## config.mk

```make
export PLATFORM = sky130hd
export DESIGN_NAME = stage_if_flat
export DESIGN_NICKNAME = d
export VERILOG_FILES = /design/src/rtl/stage_if_pkg.sv /design/src/rtl/stage_if_if.sv /design/src/rtl/stage_if_if_id_reg.sv /design/src/rtl/stage_if.sv /design/src/flat_wrapper.sv
export SDC_FILE = /design/constraint.sdc
export NUM_CORES = 1
export LEC_CHECK = 0
export BUFFER_PORTS_ARGS = -buffer_cell sky130_fd_sc_hd__buf_2
export CELL_PAD_IN_SITES_DETAIL_PLACEMENT = 0
export CELL_PAD_IN_SITES_GLOBAL_PLACEMENT = 1
export CORE_AREA = 2 2 143 145
export CTS_CLUSTER_DIAMETER = 40
export DETAILED_ROUTE_END_ITERATION = 12
export DIE_AREA = 0 0 145 147
export GPL_TIMING_DRIVEN = 0
export MAX_ROUTING_LAYER = met4
export PLACE_DENSITY = 0.81
export SYNTH_ARGS = -nofsm -noshare
export SYNTH_HDL_FRONTEND = slang
export SYNTH_SLANG_ARGS = --single-unit
```

## constraint.sdc

```tcl
create_clock -name clk -period 2 [get_ports clk]
set_clock_uncertainty 0.2 [all_clocks]
set_input_delay 0.2 -clock clk [delete_from_list [all_inputs] [get_ports clk]]
set_output_delay 0.2 -clock clk [all_outputs]
set_load 0.05 [all_outputs]
```

## src/rtl/stage_if_pkg.sv

```systemverilog
// rtl/stage_if_pkg.sv - shared constants and fetch FSM encoding for stage_if
package stage_if_pkg;

  localparam logic [31:0] NOP_INST         = 32'h0000_0013;
  localparam logic [31:0] RESET_PC_DEFAULT = 32'h0000_0000;

  typedef enum logic [2:0] {
    S_RESET = 3'd0,
    S_REQ   = 3'd1,
    S_WAIT  = 3'd2,
    S_HOLD  = 3'd3,
    S_KILL  = 3'd4
  } if_state_e;

endpackage

```

## src/rtl/stage_if_if.sv

```systemverilog
// rtl/stage_if_if.sv - instruction-memory request/grant/response port
// master = fetch stage, slave = instruction memory.
interface stage_if_if #(
  parameter int PC_WIDTH   = 32,
  parameter int INST_WIDTH = 32
) ();

  logic                  imem_req;
  logic [PC_WIDTH-1:0]   imem_addr;
  logic                  imem_gnt;
  logic                  imem_rvalid;
  logic [INST_WIDTH-1:0] imem_rdata;

  modport master (
    output imem_req,
    output imem_addr,
    input  imem_gnt,
    input  imem_rvalid,
    input  imem_rdata
  );

  modport slave (
    input  imem_req,
    input  imem_addr,
    output imem_gnt,
    output imem_rvalid,
    output imem_rdata
  );

endinterface

```

## src/rtl/stage_if_if_id_reg.sv

```systemverilog
// rtl/stage_if_if_id_reg.sv - IF/ID pipeline register with load/hold/flush
// Priority: flush > hold > load; anything else loads a bubble.
module if_id_reg
  import stage_if_pkg::*;
#(
  parameter int PC_WIDTH       = 32,
  parameter int INST_WIDTH     = 32,
  parameter int REG_ADDR_WIDTH = 5
) (
  input  logic                      clk,
  input  logic                      reset_n,
  input  logic                      load,
  input  logic                      hold,
  input  logic                      flush,
  input  logic [PC_WIDTH-1:0]       pc_in,
  input  logic [INST_WIDTH-1:0]     inst_in,
  output logic [PC_WIDTH-1:0]       pc,
  output logic [INST_WIDTH-1:0]     inst,
  output logic [REG_ADDR_WIDTH-1:0] rs1,
  output logic [REG_ADDR_WIDTH-1:0] rs2,
  output logic                      valid
);

  localparam logic [INST_WIDTH-1:0] BUBBLE_INST = INST_WIDTH'(NOP_INST);

  logic [PC_WIDTH-1:0]       pc_q, pc_d;
  logic [INST_WIDTH-1:0]     inst_q, inst_d;
  logic [REG_ADDR_WIDTH-1:0] rs1_q, rs1_d;
  logic [REG_ADDR_WIDTH-1:0] rs2_q, rs2_d;
  logic                      valid_q, valid_d;

  always_comb begin
    pc_d    = pc_q;
    inst_d  = inst_q;
    valid_d = valid_q;
    if (flush || (!hold && !load)) begin
      pc_d    = '0;
      inst_d  = BUBBLE_INST;
      valid_d = 1'b0;
    end else if (!hold) begin
      pc_d    = pc_in;
      inst_d  = inst_in;
      valid_d = 1'b1;
    end
    // Register-file addresses are pre-decoded so ID can start its read early.
    rs1_d = inst_d[15 +: REG_ADDR_WIDTH];
    rs2_d = inst_d[20 +: REG_ADDR_WIDTH];
  end

  always_ff @(posedge clk or negedge reset_n) begin
    if (!reset_n) begin
      pc_q    <= '0;
      inst_q  <= BUBBLE_INST;
      rs1_q   <= '0;
      rs2_q   <= '0;
      valid_q <= 1'b0;
    end else begin
      pc_q    <= pc_d;
      inst_q  <= inst_d;
      rs1_q   <= rs1_d;
      rs2_q   <= rs2_d;
      valid_q <= valid_d;
    end
  end

  assign pc    = pc_q;
  assign inst  = inst_q;
  assign rs1   = rs1_q;
  assign rs2   = rs2_q;
  assign valid = valid_q;

endmodule

```

## src/rtl/stage_if.sv

```systemverilog
// rtl/stage_if.sv - RISC-V instruction-fetch stage feeding the IF/ID register
// Optional memory-latency bubble counter enabled by defining IF_BUBBLE_CNT_EN.
module stage_if
  import stage_if_pkg::*;
#(
  parameter int                  PC_WIDTH       = 32,
  parameter int                  INST_WIDTH     = 32,
  parameter int                  REG_ADDR_WIDTH = 5,
  parameter logic [PC_WIDTH-1:0] RESET_PC       = PC_WIDTH'(RESET_PC_DEFAULT)
) (
  input  logic                      clk,
  input  logic                      reset_n,
  input  logic                      stall,
  input  logic                      pc_sel,
  input  logic [PC_WIDTH-1:0]       pc_imm,
  stage_if_if.master                imem,
  output logic [PC_WIDTH-1:0]       IF_ID_pc,
  output logic [INST_WIDTH-1:0]     IF_ID_inst,
  output logic [REG_ADDR_WIDTH-1:0] IF_ID_rs1,
  output logic [REG_ADDR_WIDTH-1:0] IF_ID_rs2,
  output logic                      IF_ID_valid,
  output logic [31:0]               bubble_cnt
);

  localparam logic [PC_WIDTH-1:0] ALIGN_MASK = ~PC_WIDTH'(3);

  if_state_e             state_q, state_d;
  logic [PC_WIDTH-1:0]   fetch_pc_q, fetch_pc_d;
  logic [INST_WIDTH-1:0] hold_buf_q, hold_buf_d;

  logic [PC_WIDTH-1:0]   fetch_pc_inc;
  logic [PC_WIDTH-1:0]   redirect_pc;
  logic                  consume;
  logic                  issue_hold;
  logic                  ifid_load;
  logic [INST_WIDTH-1:0] ifid_inst;

  assign fetch_pc_inc = fetch_pc_q + PC_WIDTH'(4);
  assign redirect_pc  = pc_imm & ALIGN_MASK;
  assign consume      = (state_q == S_WAIT) && imem.imem_rvalid && !stall && !pc_sel;
  assign issue_hold   = (state_q == S_HOLD) && !stall && !pc_sel;

  always_ff @(posedge clk or negedge reset_n) begin
    if (!reset_n) begin
      state_q    <= S_RESET;
      fetch_pc_q <= RESET_PC & ALIGN_MASK;
      hold_buf_q <= '0;
    end else begin
      state_q    <= state_d;
      fetch_pc_q <= fetch_pc_d;
      hold_buf_q <= hold_buf_d;
    end
  end

  always_comb begin
    state_d    = state_q;
    fetch_pc_d = fetch_pc_q;
    hold_buf_d = hold_buf_q;
    if (pc_sel) begin
      // A request already granted but not yet answered must have its response discarded.
      fetch_pc_d = redirect_pc;
      state_d    = S_REQ;
      if (((state_q == S_REQ) && imem.imem_gnt) ||
          ((state_q == S_WAIT) && !imem.imem_rvalid)) begin
        state_d = S_KILL;
      end
    end else begin
      case (state_q)
        S_RESET: state_d = S_REQ;
        S_REQ: begin
          if (imem.imem_gnt) state_d = S_WAIT;
        end
        S_WAIT: begin
          if (imem.imem_rvalid) begin
            if (stall) begin
              hold_buf_d = imem.imem_rdata;
              state_d    = S_HOLD;
            end else begin
              fetch_pc_d = fetch_pc_inc;
              state_d    = imem.imem_gnt ? S_WAIT : S_REQ;
            end
          end
        end
        S_HOLD: begin
          if (!stall) begin
            fetch_pc_d = fetch_pc_inc;
            state_d    = S_REQ;
          end
        end
        S_KILL: begin
          if (imem.imem_rvalid) state_d = S_REQ;
        end
        default: state_d = S_RESET;
      endcase
    end
  end

  always_comb begin
    imem.imem_req  = 1'b0;
    imem.imem_addr = fetch_pc_q;
    case (state_q)
      S_REQ: imem.imem_req = 1'b1;
      S_WAIT: begin
        // Back-to-back issue on consume keeps a zero-wait memory at one instruction per cycle.
        if (consume) begin
          imem.imem_req  = 1'b1;
          imem.imem_addr = fetch_pc_inc;
        end
      end
      default: imem.imem_req = 1'b0;
    endcase
  end

  assign ifid_load = consume || issue_hold;
  assign ifid_inst = (state_q == S_HOLD) ? hold_buf_q : imem.imem_rdata;

  if_id_reg #(
    .PC_WIDTH      (PC_WIDTH),
    .INST_WIDTH    (INST_WIDTH),
    .REG_ADDR_WIDTH(REG_ADDR_WIDTH)
  ) u_if_id_reg (
    .clk    (clk),
    .reset_n(reset_n),
    .load   (ifid_load),
    .hold   (stall),
    .flush  (pc_sel),
    .pc_in  (fetch_pc_q),
    .inst_in(ifid_inst),
    .pc     (IF_ID_pc),
    .inst   (IF_ID_inst),
    .rs1    (IF_ID_rs1),
    .rs2    (IF_ID_rs2),
    .valid  (IF_ID_valid)
  );

`ifdef IF_BUBBLE_CNT_EN
  logic [31:0] bubble_cnt_q, bubble_cnt_d;

  always_comb begin
    bubble_cnt_d = bubble_cnt_q;
    if (!stall && !pc_sel && !ifid_load && (bubble_cnt_q != 32'hFFFF_FFFF)) begin
      bubble_cnt_d = bubble_cnt_q + 32'd1;
    end
  end

  always_ff @(posedge clk or negedge reset_n) begin
    if (!reset_n) bubble_cnt_q <= '0;
    else          bubble_cnt_q <= bubble_cnt_d;
  end

  assign bubble_cnt = bubble_cnt_q;
`else
  assign bubble_cnt = 32'd0;
`endif

endmodule

```

## src/flat_wrapper.sv

```systemverilog
// flat-port wrapper written by rule: the top's interface ports become plain ports
module stage_if_flat import stage_if_pkg::*;
#(
  parameter int                  PC_WIDTH       = 32,
  parameter int                  INST_WIDTH     = 32,
  parameter int                  REG_ADDR_WIDTH = 5,
  parameter logic [PC_WIDTH-1:0] RESET_PC       = PC_WIDTH'(RESET_PC_DEFAULT)
)
  (clk, reset_n, stall, pc_sel, pc_imm, IF_ID_pc, IF_ID_inst, IF_ID_rs1, IF_ID_rs2, IF_ID_valid, bubble_cnt, imem_imem_req, imem_imem_addr, imem_imem_gnt, imem_imem_rvalid, imem_imem_rdata);
  stage_if_if #(.PC_WIDTH(PC_WIDTH), .INST_WIDTH(INST_WIDTH)) imem_i ();
  input  logic clk;
  input  logic reset_n;
  input  logic stall;
  input  logic pc_sel;
  input  logic [PC_WIDTH-1:0] pc_imm;
  output logic [PC_WIDTH-1:0] IF_ID_pc;
  output logic [INST_WIDTH-1:0] IF_ID_inst;
  output logic [REG_ADDR_WIDTH-1:0] IF_ID_rs1;
  output logic [REG_ADDR_WIDTH-1:0] IF_ID_rs2;
  output logic IF_ID_valid;
  output logic [31:0] bubble_cnt;
  output wire logic [$bits(imem_i.imem_req)-1:0] imem_imem_req;
  output wire logic [$bits(imem_i.imem_addr)-1:0] imem_imem_addr;
  input wire logic [$bits(imem_i.imem_gnt)-1:0] imem_imem_gnt;
  input wire logic [$bits(imem_i.imem_rvalid)-1:0] imem_imem_rvalid;
  input wire logic [$bits(imem_i.imem_rdata)-1:0] imem_imem_rdata;
  assign imem_imem_req = imem_i.imem_req;
  assign imem_imem_addr = imem_i.imem_addr;
  assign imem_i.imem_gnt = imem_imem_gnt;
  assign imem_i.imem_rvalid = imem_imem_rvalid;
  assign imem_i.imem_rdata = imem_imem_rdata;
  stage_if #(.PC_WIDTH(PC_WIDTH), .INST_WIDTH(INST_WIDTH), .REG_ADDR_WIDTH(REG_ADDR_WIDTH), .RESET_PC(RESET_PC)) u_core (.clk(clk), .reset_n(reset_n), .stall(stall), .pc_sel(pc_sel), .pc_imm(pc_imm), .imem(imem_i), .IF_ID_pc(IF_ID_pc), .IF_ID_inst(IF_ID_inst), .IF_ID_rs1(IF_ID_rs1), .IF_ID_rs2(IF_ID_rs2), .IF_ID_valid(IF_ID_valid), .bubble_cnt(bubble_cnt));
endmodule
```

Word level (Yosys, flattened, before mapping)
Index checks and enable logic that the tools add are counted.

operators by class
  mux-type cells = 24
  bitwise operators = 1
  reductions and logical operators = 20
  eq/ne operators = 9
  add/subtract/negate cells = 1

operators by type and width
  cell                                                    count
  two-way mux 32 bit                                      10
  one-hot mux 32 bit (2 select lines)                     1
  adder 32 x 3 -> 32 bit (second input constant)          1
  two-way mux 3 bit                                       7
  one-hot mux 3 bit (5 select lines)                      1
  inequality test 3 bit (second input constant)           4
  logical AND 1 bit                                       8
  AND reduction 4 bit                                     2
  == test 3 x 2 -> 1 bit (second input constant)          2
  zero test 1 bit                                         4
  == test 3 x 1 -> 1 bit (second input constant)          1
  == test 3 bit (second input constant)                   1
  zero test 3 bit                                         1
  logical OR 1 bit                                        3
  two-way mux 1 bit                                       3
  nonzero test 3 bit                                      1
  two-way mux 2 bit                                       1
  inequality test 2 x 1 -> 1 bit (second input constant)  1
  one-hot mux 1 bit (2 select lines)                      1
  AND reduction 2 bit                                     1
  NOT 1 bit                                               1

storage, ports and cells
  input bits = 70
  register bits = 142
  output and inout port bits = 140

Logic depth before layout (Yosys ltp)
  depth after elaboration = 9
  gate-level depth with buffers = 8

Hierarchy
Synthesis repeated with hierarchy kept, for this count alone.

unflattened totals
  cells, all modules = 607
  area, all modules = 6921.6 µm²

by module, submodules not included
  module     sequential area each (µm²)  cells each  times used  area each (µm²)
  stage_if   1626.6                      441         1           4360.4
  if_id_reg  1630.3                      166         1           2561.2

Worst setup path before layout
Ideal clock, no wire load.

  path type = reg2out
  from = register u_core.fetch_pc_q[3]
  to = output port imem_imem_addr[30]
  arrival time = 2.323 ns
  setup slack = -0.723 ns
  path buffers = 0
  stages on the path, launching flop included = 7
  data required time = 1.600 ns
  cell sequence = dfrtp_1 > ha_1 > nand3_2 > nor4_4 > and4_1 > nand2_1 > xnor2_1

between the ends
  cells in the longest elaborated chain, start to end = 3

RTL lines
  element                   RTL line            text
  start: declaration        stage_if.sv:28      logic [PC_WIDTH-1:0] fetch_pc_q, fetch_pc_d;
  start signal: assignment  stage_if.sv:46      fetch_pc_q <= RESET_PC & ALIGN_MASK;
  start signal: assignment  stage_if.sv:50      fetch_pc_q <= fetch_pc_d;
  adder 32 x 3 -> 32 bit    stage_if.sv:38      assign fetch_pc_inc = fetch_pc_q + PC_WIDTH'(4);
  two-way mux 32 bit        stage_if.sv:105     if (consume) begin
  two-way mux 32 bit        stage_if.sv:101     case (state_q)
  end: declaration          flat_wrapper.sv:23  output wire logic [$bits(imem_i.imem_addr)-1:0] imem_imem_addr;

Every way passes these cells.

Worst setup path in the final report
  from = register u_core.fetch_pc_q[10]
  to = output port imem_imem_addr[22]

Same word-level chain as after synthesis.

==> out/results.tsv <==
stage	metric	value	unit
status	status	complete, but fails checks	
clock_tree	clock slew at reported path FFs	70	ps
cells_and_area	area grow syn2layout	73.37	%
power	Max VDD drop	566.1	uV
cells_and_area	layout cells sized above 1	49.14	%
power	Seq pwr share	33.2	%
synthesis	Syn Area/Cell	10.13	um^2
synthesis	cell area after synthesis	0.006765	mm^2
cells_and_area	final design area excluding fillers	0.01173	mm^2
die	CORE AREA	0.01984	mm^2
critical_path	Reg2Reg Capture Point	u_core.fetch_pc_q[16]	
synthesis	post-synthesis mux area share	10.06	%
detailed_routing	Iter 0 DRT Violations	531	
critical_path	Worst R2R Path Depth	10	
sta	Slew HR	48.36	%
min_path	type of the tightest min-delay check	in2async	
power	Pwr per Cell Area	827.7	mW/mm^2
critical_path	Worst Setup End Kind	primary output	
die	IO Count	210	
synthesis	adder-cell share of the synthesized area	0.1849	%
die	Die W	145	um
clock_tree	Max Buffers Root-to-Sink	2	
sta	Fin. Hold Viols	0	
critical_path	Reg2Reg Launch Point	u_core.fetch_pc_q[10]	
power	sw frac	33.82	%
clock_tree	Root Buffer	clkbuf_16	
detailed_routing	Via density	5.055	
global_routing	first-pass GRT wire length	36310	um
detailed_routing	Antenna Nets Post-Route	0	
synthesis	fraction of registers with async set/reset	100.0	%
die	FP Rows	52	
placement	RePlAce Congestion	0.8900	
synthesis	Post-synth EDFFs	0	
detailed_routing	DR WL/cell	18.16	um
die	initial core utilization	34.09	%
sta	unrepaired setup endpoints after global routing	yes	
synthesis	sequential fraction of the synthesis area	47.77	%
clock_tree	CTS buffer count	17	
placement	Port Buffers	173	
power	Internal	0.006425	W
critical_path	CP Data Arrival Time	2350	ps
status	failing checks	negative setup slack	
clock_tree	H-Tree Depth	4	
power	clock power share	36.0	%
critical_path	WP data required	1600	ps
sta	Slew Limit Fails	0	
power	Leak	5.899	nW
synthesis	Post-Synth XOR/XNOR Area	4.661	%
cells_and_area	nets	1104	
sta	min Tclk post-route	2752	ps
detailed_routing	Vias	6667	
clock_tree	CTS tree	done	
cells_and_area	most common cell after layout, fill and taps aside	buf_2	
placement	Post-DP Area	0.008931	mm^2
cells_and_area	leading cell types in the layout, fill and taps excluded	buf_2, dfrtp_1, buf_4, nand2_1, dlygate4sd3_1	
global_routing	overall routing resource usage	22.44	%
detailed_routing	DR DRC count	0	
placement	Setup WS pre-CTS	-804.1	ps
synthesis	YS warnings	0	
run	MaxCap Viol Count	0	
detailed_routing	TritonRoute pass-1 iters	6	
synthesis	largest family of logic cells by synthesized area	simple AND/OR/NAND/NOR gates	
clock_tree	worst skew pair latency	420	ps
die	Die ar.	0.02132	mm^2
global_routing	Overflow after GRT	0	
global_routing	number of global-route vias before repair	6563	
sta	hold slack	33.59	ps
global_routing	antenna violations before repair	2	
critical_path	CP Max Fanout	6	
sta	min setup slack post-route	-752.3	ps
critical_path	Setup Crit Path Kind	reg2out	
die	Die Y	147	um
power	NetSw	0.003283	W
clock_tree	clock sink count	129	
synthesis	distinct cell type count after synthesis	52	
sta	post-route clock period utilization	137.6	%
synthesis	Yosys reg bits	129	
sta	FMAX	363.3	MHz
sta	Final setup viols	46	
power	combinational power share	30.8	%
synthesis	Post-Synth Simple-Gate Area	15.65	%
sta	setup tns final	-20930	ps
synthesis	compound-cell area share of the yosys netlist	12.87	%
placement	post-DP HPWL	14800	um
synthesis	Post-synth top flop	dfrtp_1	
sta	Tightest Pin Transition	774.6	ps
critical_path	Setup crit start kind	register	
critical_path	reg-to-reg slack, setup	-280	ps
global_routing	pin count of the biggest net entering global routing	97	
synthesis	Synth Instances	668	
detailed_routing	WL final	23960	um
-- cell families (layout without fill, tap and decap cells) --
family | count (synthesis) | in the layout
and+or+nand+nor | 203 | 203
DFF | 129 | 129
AOI/OAI and AO/OA | 128 | 128
buffers and inverters | 106 | 451
muxes | 64 | 64
xor gates and xnor gates | 36 | 36
adders and majority gates | 1 | 1
other | 1 | 37
-- power groups by stage --
stage / Sequential, W / Clock, W / Combinational (W)
6_report: 0.00322 / 0.00349 / 0.00299
2_1_floorplan: 0.00338 / 0 / 0.00164
5_1_grt: 0.00327 / 0.00365 / 0.00316
4_1_cts: 0.00320 / 0.00351 / 0.00280
3_5_place_dp: 0.00325 / 0 / 0.00234
3_3_place_gp: 0.00323 / 0 / 0.00231
-- routing by layer --
metal	share of wire [%]	vias up	track usage, %
li1	-	3022	-
met1	40	3268	27.43
met2	49	308	36.38
met3	6.9	69	4.752
met4	3.5	0	9.257
met5	0	-	-
-- Yosys cell counts (8+ instances only) --
cell type,instances,share of area (%)
nand3_1,18,1.3
a221o_1,8,1.2
a21oi_1,12,0.89
o21ai_0,52,3.8
buf_2,14,1.0
clkbuf_1,32,1.8
xor2_1,18,2.3
mux2i_1,32,4.7
buf_4,46,5.1
mux2_2,32,5.3
nand2_1,83,4.6
nor2_1,34,1.9
nor3_1,10,0.74
xnor2_1,18,2.3
nand4_1,11,1.0
dfrtp_1,126,47
a22o_1,29,3.8
-- worst max path at each step --
stage / end / start
global route: imem_imem_addr[22] / u_core.fetch_pc_q[12]
floorplan: imem_imem_addr[31] / u_core.fetch_pc_q[9]
CTS: imem_imem_addr[31] / u_core.fetch_pc_q[22]
detailed placement: imem_imem_addr[26] / u_core.fetch_pc_q[3]
finish: imem_imem_addr[22] / u_core.fetch_pc_q[10]
global placement: u_core.fetch_pc_q[5] / reset_n
-- area by class of cell --
class / count / area, um^2
Fill cell: 1541 / 8115
Multi-Input combinational cell: 466 / 4070
Sequential cell: 129 / 3243
Timing Repair Buffer: 318 / 2546
Buffer: 97 / 863.3
Clock buffer: 17 / 425.4
Tap cell: 270 / 337.8
Clock inverter: 15 / 220.2
Inverter: 4 / 15.01
Antenna cell: 3 / 7.507
-- what timing repair did --
item                                   CTS  global route
resized for setup                      189            67
endpoints found under the hold margin  221             0
setup endpoints to repair              139           106
hold buffers                            66             0
pin swaps                               47            24
gates cloned                             4             1
setup buffers                           46            31
-- metrics by stage --
stage	utilization, %	cells	power (W)
6_report	59.10	1319	0.009708
5_1_grt	59.09	1318	0.01008
4_1_cts	56.90	1289	0.009519
3_5_place_dp	45.01	1145	0.005593
3_3_place_gp	44.84	1144	0.005539
2_1_floorplan	-	701	0.005019
-- critical path, cell delays in order, from the launching register on --
cell and delay (ps):
dfrtp_1 360, buf_6 140, nand3_4 110, buf_12 160
nor4_4 290, buf_4 190, nand4_1 170, nor2_4 170
xor2_4 170, buf_8 160
-- flip-flops by register name (all words and copies together) (netlist names) --
signal                    count
u_core.u_if_id_reg.rs1        4
u_core.hold_buf_q            32
u_core.u_if_id_reg.inst      24
u_core.state_q                3
u_core.u_if_id_reg.valid      1
u_core.u_if_id_reg.pc        31
u_core.u_if_id_reg.rs2        4
u_core.fetch_pc_q            30
Note: power is estimated with default switching activity, not from simulation.
